===== src/rtl/dmem_wait_responder_pkg.sv =====
// dmem_wait_responder shared types and constants.
// Holds the FSM state enum, the error word and the index-width helper.
package dmem_pkg;

  typedef enum logic [1:0] {
    IDLE = 2'd0,
    BUSY = 2'd1,
    DONE = 2'd2
  } dmem_state_t;

  localparam logic [31:0] DMEM_ERR_WORD = 32'hDEADBEEF;

  function automatic int dmem_idx_w(input int depth);
    return $clog2(depth);
  endfunction

endpackage


===== src/rtl/dmem_wait_responder_if.sv =====
// Data-bus stall-protocol bundle between the core and the memory.
// The err wire exists only when DMEM_WAIT_ERR_EN is defined.
interface dmem_wait_responder_if;

  logic        req;
  logic        we;
  logic [31:0] addr;
  logic [31:0] data_w;
  logic [31:0] data_r;
  logic        bus_wait;
`ifdef DMEM_WAIT_ERR_EN
  logic        err;
`endif

  modport master (
    output req,
    output we,
    output addr,
    output data_w,
    input  data_r,
    input  bus_wait
`ifdef DMEM_WAIT_ERR_EN
    ,
    input  err
`endif
  );

  modport slave (
    input  req,
    input  we,
    input  addr,
    input  data_w,
    output data_r,
    output bus_wait
`ifdef DMEM_WAIT_ERR_EN
    ,
    output err
`endif
  );

endinterface


===== src/rtl/dmem_wait_responder_ctr.sv =====
// Wait-state sequencer: IDLE -> BUSY (cnt) -> DONE -> IDLE.
// to_done marks the edge that enters DONE (load capture point).
module dmem_wait_ctr
  import dmem_pkg::*;
#(
  parameter int LATENCY = 2
) (
  input  logic clk,
  input  logic reset,
  input  logic req,
  output logic done,
  output logic busy,
  output logic to_done
);

  localparam logic [3:0] LAST = 4'(LATENCY - 1);

  dmem_state_t r_state;
  dmem_state_t w_nxt_state;
  logic [3:0]  r_cnt;
  logic [3:0]  w_nxt_cnt;

  // Next state and wait count; a dropped req in BUSY aborts.
  always_comb begin
    w_nxt_state = r_state;
    w_nxt_cnt   = r_cnt;
    unique case (r_state)
      IDLE: begin
        if (req) begin
          if (LATENCY == 1) begin
            w_nxt_state = DONE;
          end else begin
            w_nxt_state = BUSY;
            w_nxt_cnt   = 4'd1;
          end
        end
      end
      BUSY: begin
        if (!req) begin
          w_nxt_state = IDLE;
          w_nxt_cnt   = 4'd0;
        end else if (r_cnt == LAST) begin
          w_nxt_state = DONE;
        end else begin
          w_nxt_cnt = r_cnt + 4'd1;
        end
      end
      DONE: begin
        w_nxt_state = IDLE;
        w_nxt_cnt   = 4'd0;
      end
      default: begin
        w_nxt_state = IDLE;
        w_nxt_cnt   = 4'd0;
      end
    endcase
  end

  // State and counter registers.
  always_ff @(posedge clk or negedge reset) begin
    if (!reset) begin
      r_state <= IDLE;
      r_cnt   <= 4'd0;
    end else begin
      r_state <= w_nxt_state;
      r_cnt   <= w_nxt_cnt;
    end
  end

  assign done    = (r_state == DONE);
  assign busy    = (r_state == BUSY);
  assign to_done = (w_nxt_state == DONE) && (r_state != DONE);

endmodule


===== src/rtl/dmem_wait_responder.sv =====
// Multi-cycle data memory on the bus_wait stall protocol.
// Optional DMEM_WAIT_ERR_EN: out-of-range flag, dropped stores, DEADBEEF.
module dmem_wait_responder
  import dmem_pkg::*;
#(
  parameter int DEPTH   = 64,
  parameter int LATENCY = 2
) (
  input logic                  clk,
  input logic                  reset,
  dmem_wait_responder_if.slave bus
);

  localparam int IW = dmem_idx_w(DEPTH);

  logic [31:0]   r_mem [DEPTH];
  logic [31:0]   r_data_r;
  logic [IW-1:0] w_idx;
  logic          w_oor;
  logic          w_done;
  logic          w_busy;
  logic          w_to_done;
  logic          w_unused;

  dmem_wait_ctr #(
    .LATENCY(LATENCY)
  ) u_ctr (
    .clk    (clk),
    .reset  (reset),
    .req    (bus.req),
    .done   (w_done),
    .busy   (w_busy),
    .to_done(w_to_done)
  );

  assign w_idx = bus.addr[IW+1:2];

`ifdef DMEM_WAIT_ERR_EN
  logic r_err;

  assign w_oor    = |bus.addr[31:IW+2];
  assign w_unused = ^{bus.addr[1:0], w_busy};
  assign bus.err  = r_err;

  // err is a one-cycle pulse coinciding with DONE.
  always_ff @(posedge clk or negedge reset) begin
    if (!reset) begin
      r_err <= 1'b0;
    end else begin
      r_err <= w_to_done & w_oor;
    end
  end
`else
  assign w_oor    = 1'b0;
  assign w_unused = ^{bus.addr[31:IW+2], bus.addr[1:0], w_busy};
`endif

  // Stall from the request cycle itself; never while in reset.
  assign bus.bus_wait = reset & bus.req & ~w_done;

  // Load data is captured on the edge that enters DONE.
  always_ff @(posedge clk or negedge reset) begin
    if (!reset) begin
      r_data_r <= 32'd0;
    end else if (w_to_done && !bus.we) begin
      r_data_r <= w_oor ? DMEM_ERR_WORD : r_mem[w_idx];
    end
  end

  assign bus.data_r = r_data_r;

  // Stores commit on the edge leaving DONE; reset clears DONE first.
  always_ff @(posedge clk) begin
    if (w_done && bus.we && !w_oor) begin
      r_mem[w_idx] <= bus.data_w;
    end
  end

endmodule

===== src/flat_wrapper.sv =====
// flat-port wrapper written by rule: the top's interface ports become plain ports
module dmem_wait_responder_flat import dmem_pkg::*;
#(
  parameter int DEPTH   = 64,
  parameter int LATENCY = 2
)
  (clk, reset, bus_req, bus_we, bus_addr, bus_data_w, bus_data_r, bus_bus_wait);
  dmem_wait_responder_if bus_i ();
  input logic clk;
  input logic reset;
  input wire logic [$bits(bus_i.req)-1:0] bus_req;
  input wire logic [$bits(bus_i.we)-1:0] bus_we;
  input wire logic [$bits(bus_i.addr)-1:0] bus_addr;
  input wire logic [$bits(bus_i.data_w)-1:0] bus_data_w;
  output wire logic [$bits(bus_i.data_r)-1:0] bus_data_r;
  output wire logic [$bits(bus_i.bus_wait)-1:0] bus_bus_wait;
  assign bus_i.req = bus_req;
  assign bus_i.we = bus_we;
  assign bus_i.addr = bus_addr;
  assign bus_i.data_w = bus_data_w;
  assign bus_data_r = bus_i.data_r;
  assign bus_bus_wait = bus_i.bus_wait;
  dmem_wait_responder #(.DEPTH(DEPTH), .LATENCY(LATENCY)) u_core (.clk(clk), .reset(reset), .bus(bus_i));
endmodule

===== config.mk =====
export PLATFORM = sky130hd
export DESIGN_NAME = dmem_wait_responder_flat
export DESIGN_NICKNAME = d
export VERILOG_FILES = /design/src/rtl/dmem_wait_responder_pkg.sv /design/src/rtl/dmem_wait_responder_if.sv /design/src/rtl/dmem_wait_responder_ctr.sv /design/src/rtl/dmem_wait_responder.sv /design/src/flat_wrapper.sv
export SDC_FILE = /design/constraint.sdc
export NUM_CORES = 2
export LEC_CHECK = 0
export CORE_MARGIN = 3
export CORE_UTILIZATION = 55
export DETAILED_ROUTE_END_ITERATION = 12
export PLACE_DENSITY = 0.71
export REMOVE_ABC_BUFFERS = 1
export SYNTH_ARGS = -nofsm -noshare
export SYNTH_HDL_FRONTEND = slang
export SYNTH_SLANG_ARGS = --single-unit

===== constraint.sdc =====
create_clock -name clk -period 3.56 [get_ports clk]
set_clock_uncertainty 0.1 [all_clocks]
set_input_delay 0.712 -clock clk [delete_from_list [all_inputs] [get_ports clk]]
set_output_delay 0.712 -clock clk [all_outputs]
set_load 0.02 [all_outputs]

Word-level counts from Yosys, hierarchy flattened
Memory sizes are Yosys's and may differ from the RTL's. A register that Yosys moved wholly into a read port is not among the register bits.
Cells that the tools add are included.
- $add $sub $neg: 1
- muxes and demuxes: 10
- eq/ne operators: 7
- bitwise gates (word level): 3
- reduce and logical (&&, ||, !) cells: 7
- operators by type and width (operator ; count):
    2-to-1 mux 4 bit ; 3
    case mux 4 bit (2 select lines) ; 1
    2-to-1 mux 2 bit ; 3
    adder 4 x 1 -> 4 bit, second input constant ; 1
    == test 2 bit, second input constant ; 2
    == test 4 x 1 -> 1 bit, second input constant ; 1
    inequality test 2 bit, second input constant ; 2
    case mux 2 bit (2 select lines) ; 1
    logical AND 1 bit ; 3
    inequality test 3 bit, second input constant ; 1
    bitwise AND 1 bit ; 2
    == test 2 x 1 -> 1 bit, second input constant ; 1
    logical NOT 1 bit ; 2
    logical NOT 2 bit ; 1
    2-to-1 mux 1 bit ; 2
    AND reduction 2 bit ; 1
    inverter 1 bit ; 1
- bits in writable memories: 2048
- output and inout port bits: 33
- register bits: 6
- logic and storage cells: 31
- bits of input ports: 68
- memories: 1
- memory list (name ; words ; bits a word ; read ports ; clocked after memory_dff ; wr ports ; line ; source):
    u_core.r_mem ; 64 ; 32 ; 1 ; 1 ; 1 ; dmem_wait_responder.sv:16 ; logic [31:0] r_mem [DEPTH];

Depth between registers and ports, before layout
- depth in word-level cells: 7
- mapped depth: 12
- mapped depth without buffers: 9

By module
A second synthesis with hierarchy kept.
- cell total of the unflattened synthesis: 4230
- area total of the unflattened synthesis: 80529.7 sq um
- modules (own cells, without submodules) (module ; instances ; area an instance (sq um) ; cells an instance ; sequential area each (sq um)):
    dmem_wait_responder ; 1 ; 80141.9 ; 4192 ; 62299.8
    dmem_wait_ctr ; 1 ; 387.9 ; 38 ; 150.1

Least setup slack after synthesis
No wires, ideal clock.
- kind: input to register
- start point: in bus_addr[4]
- end point: mem u_core.r_mem[55][0] (enable)
- data arrival time: 3512 ps
- path buffers: 6
- path slack: -473 ps
- setup time: 421 ps
- cell stages on the path: 9
- required time: 3039 ps
- cell sequence: buf_2 -> buf_6 -> buf_6 -> buf_2 -> buf_4 -> buf_4 -> and4_1 -> nand2_1 -> nor2_1
- RTL lines (item ; line ; source):
    from (decl) ; flat_wrapper.sv:13 ; input wire logic [$bits(bus_i.addr)-1:0] bus_addr;
    to (decl) ; dmem_wait_responder.sv:16 ;
Straight into the memory's write port.

Worst setup path in the final report
- start point: reg u_core.u_ctr.r_cnt[1]
- end point: reg u_core.r_data_r[9], in the netlist u_core.bus.data_r[9] (read register of u_core.r_mem)
- longest elaborated chain between the ends: 7
- RTL lines (item ; line ; source):
    from (decl) ; dmem_wait_responder_ctr.sv:20 ; logic [3:0] r_cnt;
    from (signal assigned) ; dmem_wait_responder_ctr.sv:66 ; r_cnt <= w_nxt_cnt;
    == test 4 x 1 -> 1 bit ; dmem_wait_responder_ctr.sv:42 ; end else if (r_cnt == LAST) begin
    2-to-1 mux 2 bit ; dmem_wait_responder_ctr.sv:42 ;
    2-to-1 mux 2 bit ; dmem_wait_responder_ctr.sv:39 ; if (!req) begin
    case mux 2 bit (2 select lines) ; dmem_wait_responder_ctr.sv:27 ; unique case (r_state)
    named net u_core.u_ctr.w_nxt_state[1] ; dmem_wait_responder_ctr.sv:19 ; dmem_state_t w_nxt_state;
    == test 2 bit ; dmem_wait_responder_ctr.sv:72 ; assign to_done = (w_nxt_state == DONE) && (r_state != DONE);
    logical AND 1 bit ; dmem_wait_responder_ctr.sv:72 ;
    logical AND 1 bit ; dmem_wait_responder.sv:65 ; end else if (w_to_done && !bus.we) begin
    to (decl) ; dmem_wait_responder.sv:17 ; logic [31:0] r_data_r;
The timed path passes the listed nets, and every way through them passes these cells.
A chain may end at the register's enable or synchronous reset.

==> results.md <==
- Status: complete, no violations
- Crit Path Class: register to register
- VDD IR max: 0.5111 mV
- Min Tclk post-route: ~3.3 ns
- GRT overflow: 0
- Nets: 4655
- Detailed Routing Iterations Pass 1: 6
- Largest net degree at the start of global routing: 65
- DP Area: ~87000 um^2
- Final std cells w/o fill: about 6700
- Proportion of layout cells with a drive suffix above 1: 0.2280
- First-pass GRT wire length: 336200 um
- Total Routing Usage GR: 0.3186
- Synth warnings: 0
- FP Rows: around 140
- Worst path arrival time: slightly below 4 ns
- Top Usage Layer GRT: met2
- Placement Setup Slack: ~0.053 ns
- Post-Syn Area per Cell: between 15 and 20 um^2
- IO buf count: between 70 and 80
- DPL Wire Length: roughly 140000 um
- Via count: around 46000
- Slowest stage delay, CP: roughly 0.62 ns
- Sum Neg Setup Slack: 0 ns
- Clk Latency, worst-skew pair: between 0.8 and 0.9 ns
- Family with the most delay on the worst path: simple AND/OR/NAND/NOR gates
- Die extent in x: about 390 um
- Reg clk slew, reported paths: roughly 0.060 ns
- Cts hold-fix bufs: 0
- Dpl cells: between 6000 and 7000
- Final setup vio count: 0
- Met1 usage: 0.4403
- Fin. max-slew vios: 0
- Avg WL per Cell: around 36 um
- Full die area: ~150000 um^2
- Slowest CP cell: a2111oi_0
- Hold_ws: 0.05539 ns
- Worst Setup Slack, final: 0.2722 ns
- Unrepaired setup endpoints after global routing: no
- First DRT Iteration DRCs: roughly 7100
- Register area share after synthesis: 0.7827
- Hold Fails Final Rpt: 0
- HP Class: primary input to asynchronous set/reset pin
- Initial antenna violation count: 17
- Final ANT Viol Nets: 0
- Prevailing post-synth register cell: edfxtp_1
- Max Root-Sink Buffers: 3
- Root buf cell: clkbuf_16
- Post-synth EDFFs: approximately 2000
- GR Util met3: 0.09601
- Synth Register Bits: roughly 2100
- Critical path data required time: just over 4 ns
- Post-layout util: 0.6468
- Worst Path Max Fanout: 5
- Final Cycle Share: 0.9235
- Relative slew slack: 0.1249
- Num CTS Buffers: 200
- Syn-to-layout area delta: 16.59%
- Number of global-route vias before repair: 44570
- Via/cell ratio: a little under 7
- Post-CTS Setup Inserts: 0
- CP Buf/Inv Count: 4
- Static Leak: about 30 nW
- Routed Wire Length: around 240000 um
- H-tree Lvls: 4
- Slew @ Worst Pin: 1.313 ns
- CP Capture Type: register
- Fraction of registers with async set/reset: 0.01822
- Synth unique cells: 63
- Initial Util: 0.5548
- Synthesized area: roughly 80000 um^2
- Syn Inst Count: 4162
- Routability Congestion: 0.8868
- GR Util met2: 0.4817
- Post-route cell area: between 90000 and 100000 um^2
- Crit path launch type: register
- Max frequency: between 300 and 400 MHz
- Post-CTS sizing: 0
- PD cells: 558.3 nW/um^2
- CP cell instances: inv_1, ha_1, and4bb_2, nand3b_1, inv_1, nand2b_1, buf_4, a2111oi_0, buf_4, a31oi_1
- IO Count: between 100 and 150
- Clk sinks: 2086
- Max-Cap Viols: 0
- CTS tree: done
- Total power: roughly 52 mW
- # DRC: 0
- Core area: ~140000 um^2
- Die height: ~390 um
==> final cells by class <==
type	instances	area, um^2
clock inverter	104	960.9
inverter	7	32.53
sequential	2086	62450
tap	1903	2381
fill	9323	50800
timing repair buffer	502	5393
antenna	10	25.02
multi-input combinational	1788	16420
clock buffer	264	5369
==> metal layers <==
layer | vias up | wire length [um]
met5 | - | 67
met3 | 672 | 35010
met1 | 23630 | 84600
li1 | 18200 | -
met4 | 10 | 10540
met2 | 3775 | 109300
==> flip-flops by register name (all words and copies together), names as in the netlist <==
register	cells
u_core.bus.data_r	32
u_core.u_ctr.r_cnt	4
u_core.u_ctr.r_state	2
u_core.r_mem	2048
==> cells in the final DEF, fill, tap and decap left out, types with 80 or more instances in the layout <==
cell       instances
a21oi_1           80
a221oi_1         263
a22oi_1           85
buf_12           127
buf_4            301
clkbuf_16        203
edfxtp_1        2048
mux2i_1          316
mux4_2           188
nand2_1           91
nor2_1           135
o21ai_0          121
o22ai_1          120
==> where the power goes <==
group	switching [mW]	total (mW)	internal, mW
Combinational	2.39	3.79	1.40
Clock	9.00	20.6	11.6
Sequential	0.396	27.6	27.2
==> cell families after synthesis <==
logic type | share of synthesized area
AND/OR/NAND/NOR | 0.02314
XOR/XNOR | 0.0001098
multiplexers | 0.1017
adder cells (fa/ha/maj) | 0.0003136
AO/OA/AOI/OAI | 0.07307
buffers and inverters | 0.01897
flip-flops | 0.7827
==> final timing paths <==
kind                                            start                     to  slack, ns  cells after the start
worst max-delay path            u_core.u_ctr.r_cnt[1]   u_core.bus.data_r[9]       0.27                     10
worst min register to register  u_core.bus.data_r[15]  u_core.bus.data_r[15]       0.47                      1
min in group clk                       bus_data_w[26]   u_core.r_mem[55][26]       0.23                      1
worst max register to register  u_core.u_ctr.r_cnt[1]   u_core.bus.data_r[9]       0.27                     10
max in group asynchronous                       reset   u_core.bus.data_r[9]       2.67                      2
worst min-delay path                            reset  u_core.bus.data_r[11]       0.06                      2
==> synth_stat cells (23+ instances only) <==
master	n	share of area
a21oi_1	80	0.0050
a221oi_1	263	0.029
a22oi_1	85	0.0080
buf_1	23	0.0011
buf_2	103	0.0065
buf_4	44	0.0041
clkbuf_1	93	0.0044
dfrtp_1	38	0.012
edfxtp_1	2048	0.77
mux2_2	64	0.0090
mux2i_1	316	0.040
mux4_2	188	0.053
nand2_1	91	0.0043
nand3_1	36	0.0023
nor2_1	202	0.0095
o21ai_0	121	0.0076
o22ai_1	120	0.0094
(Power assumes the default switching activity.)
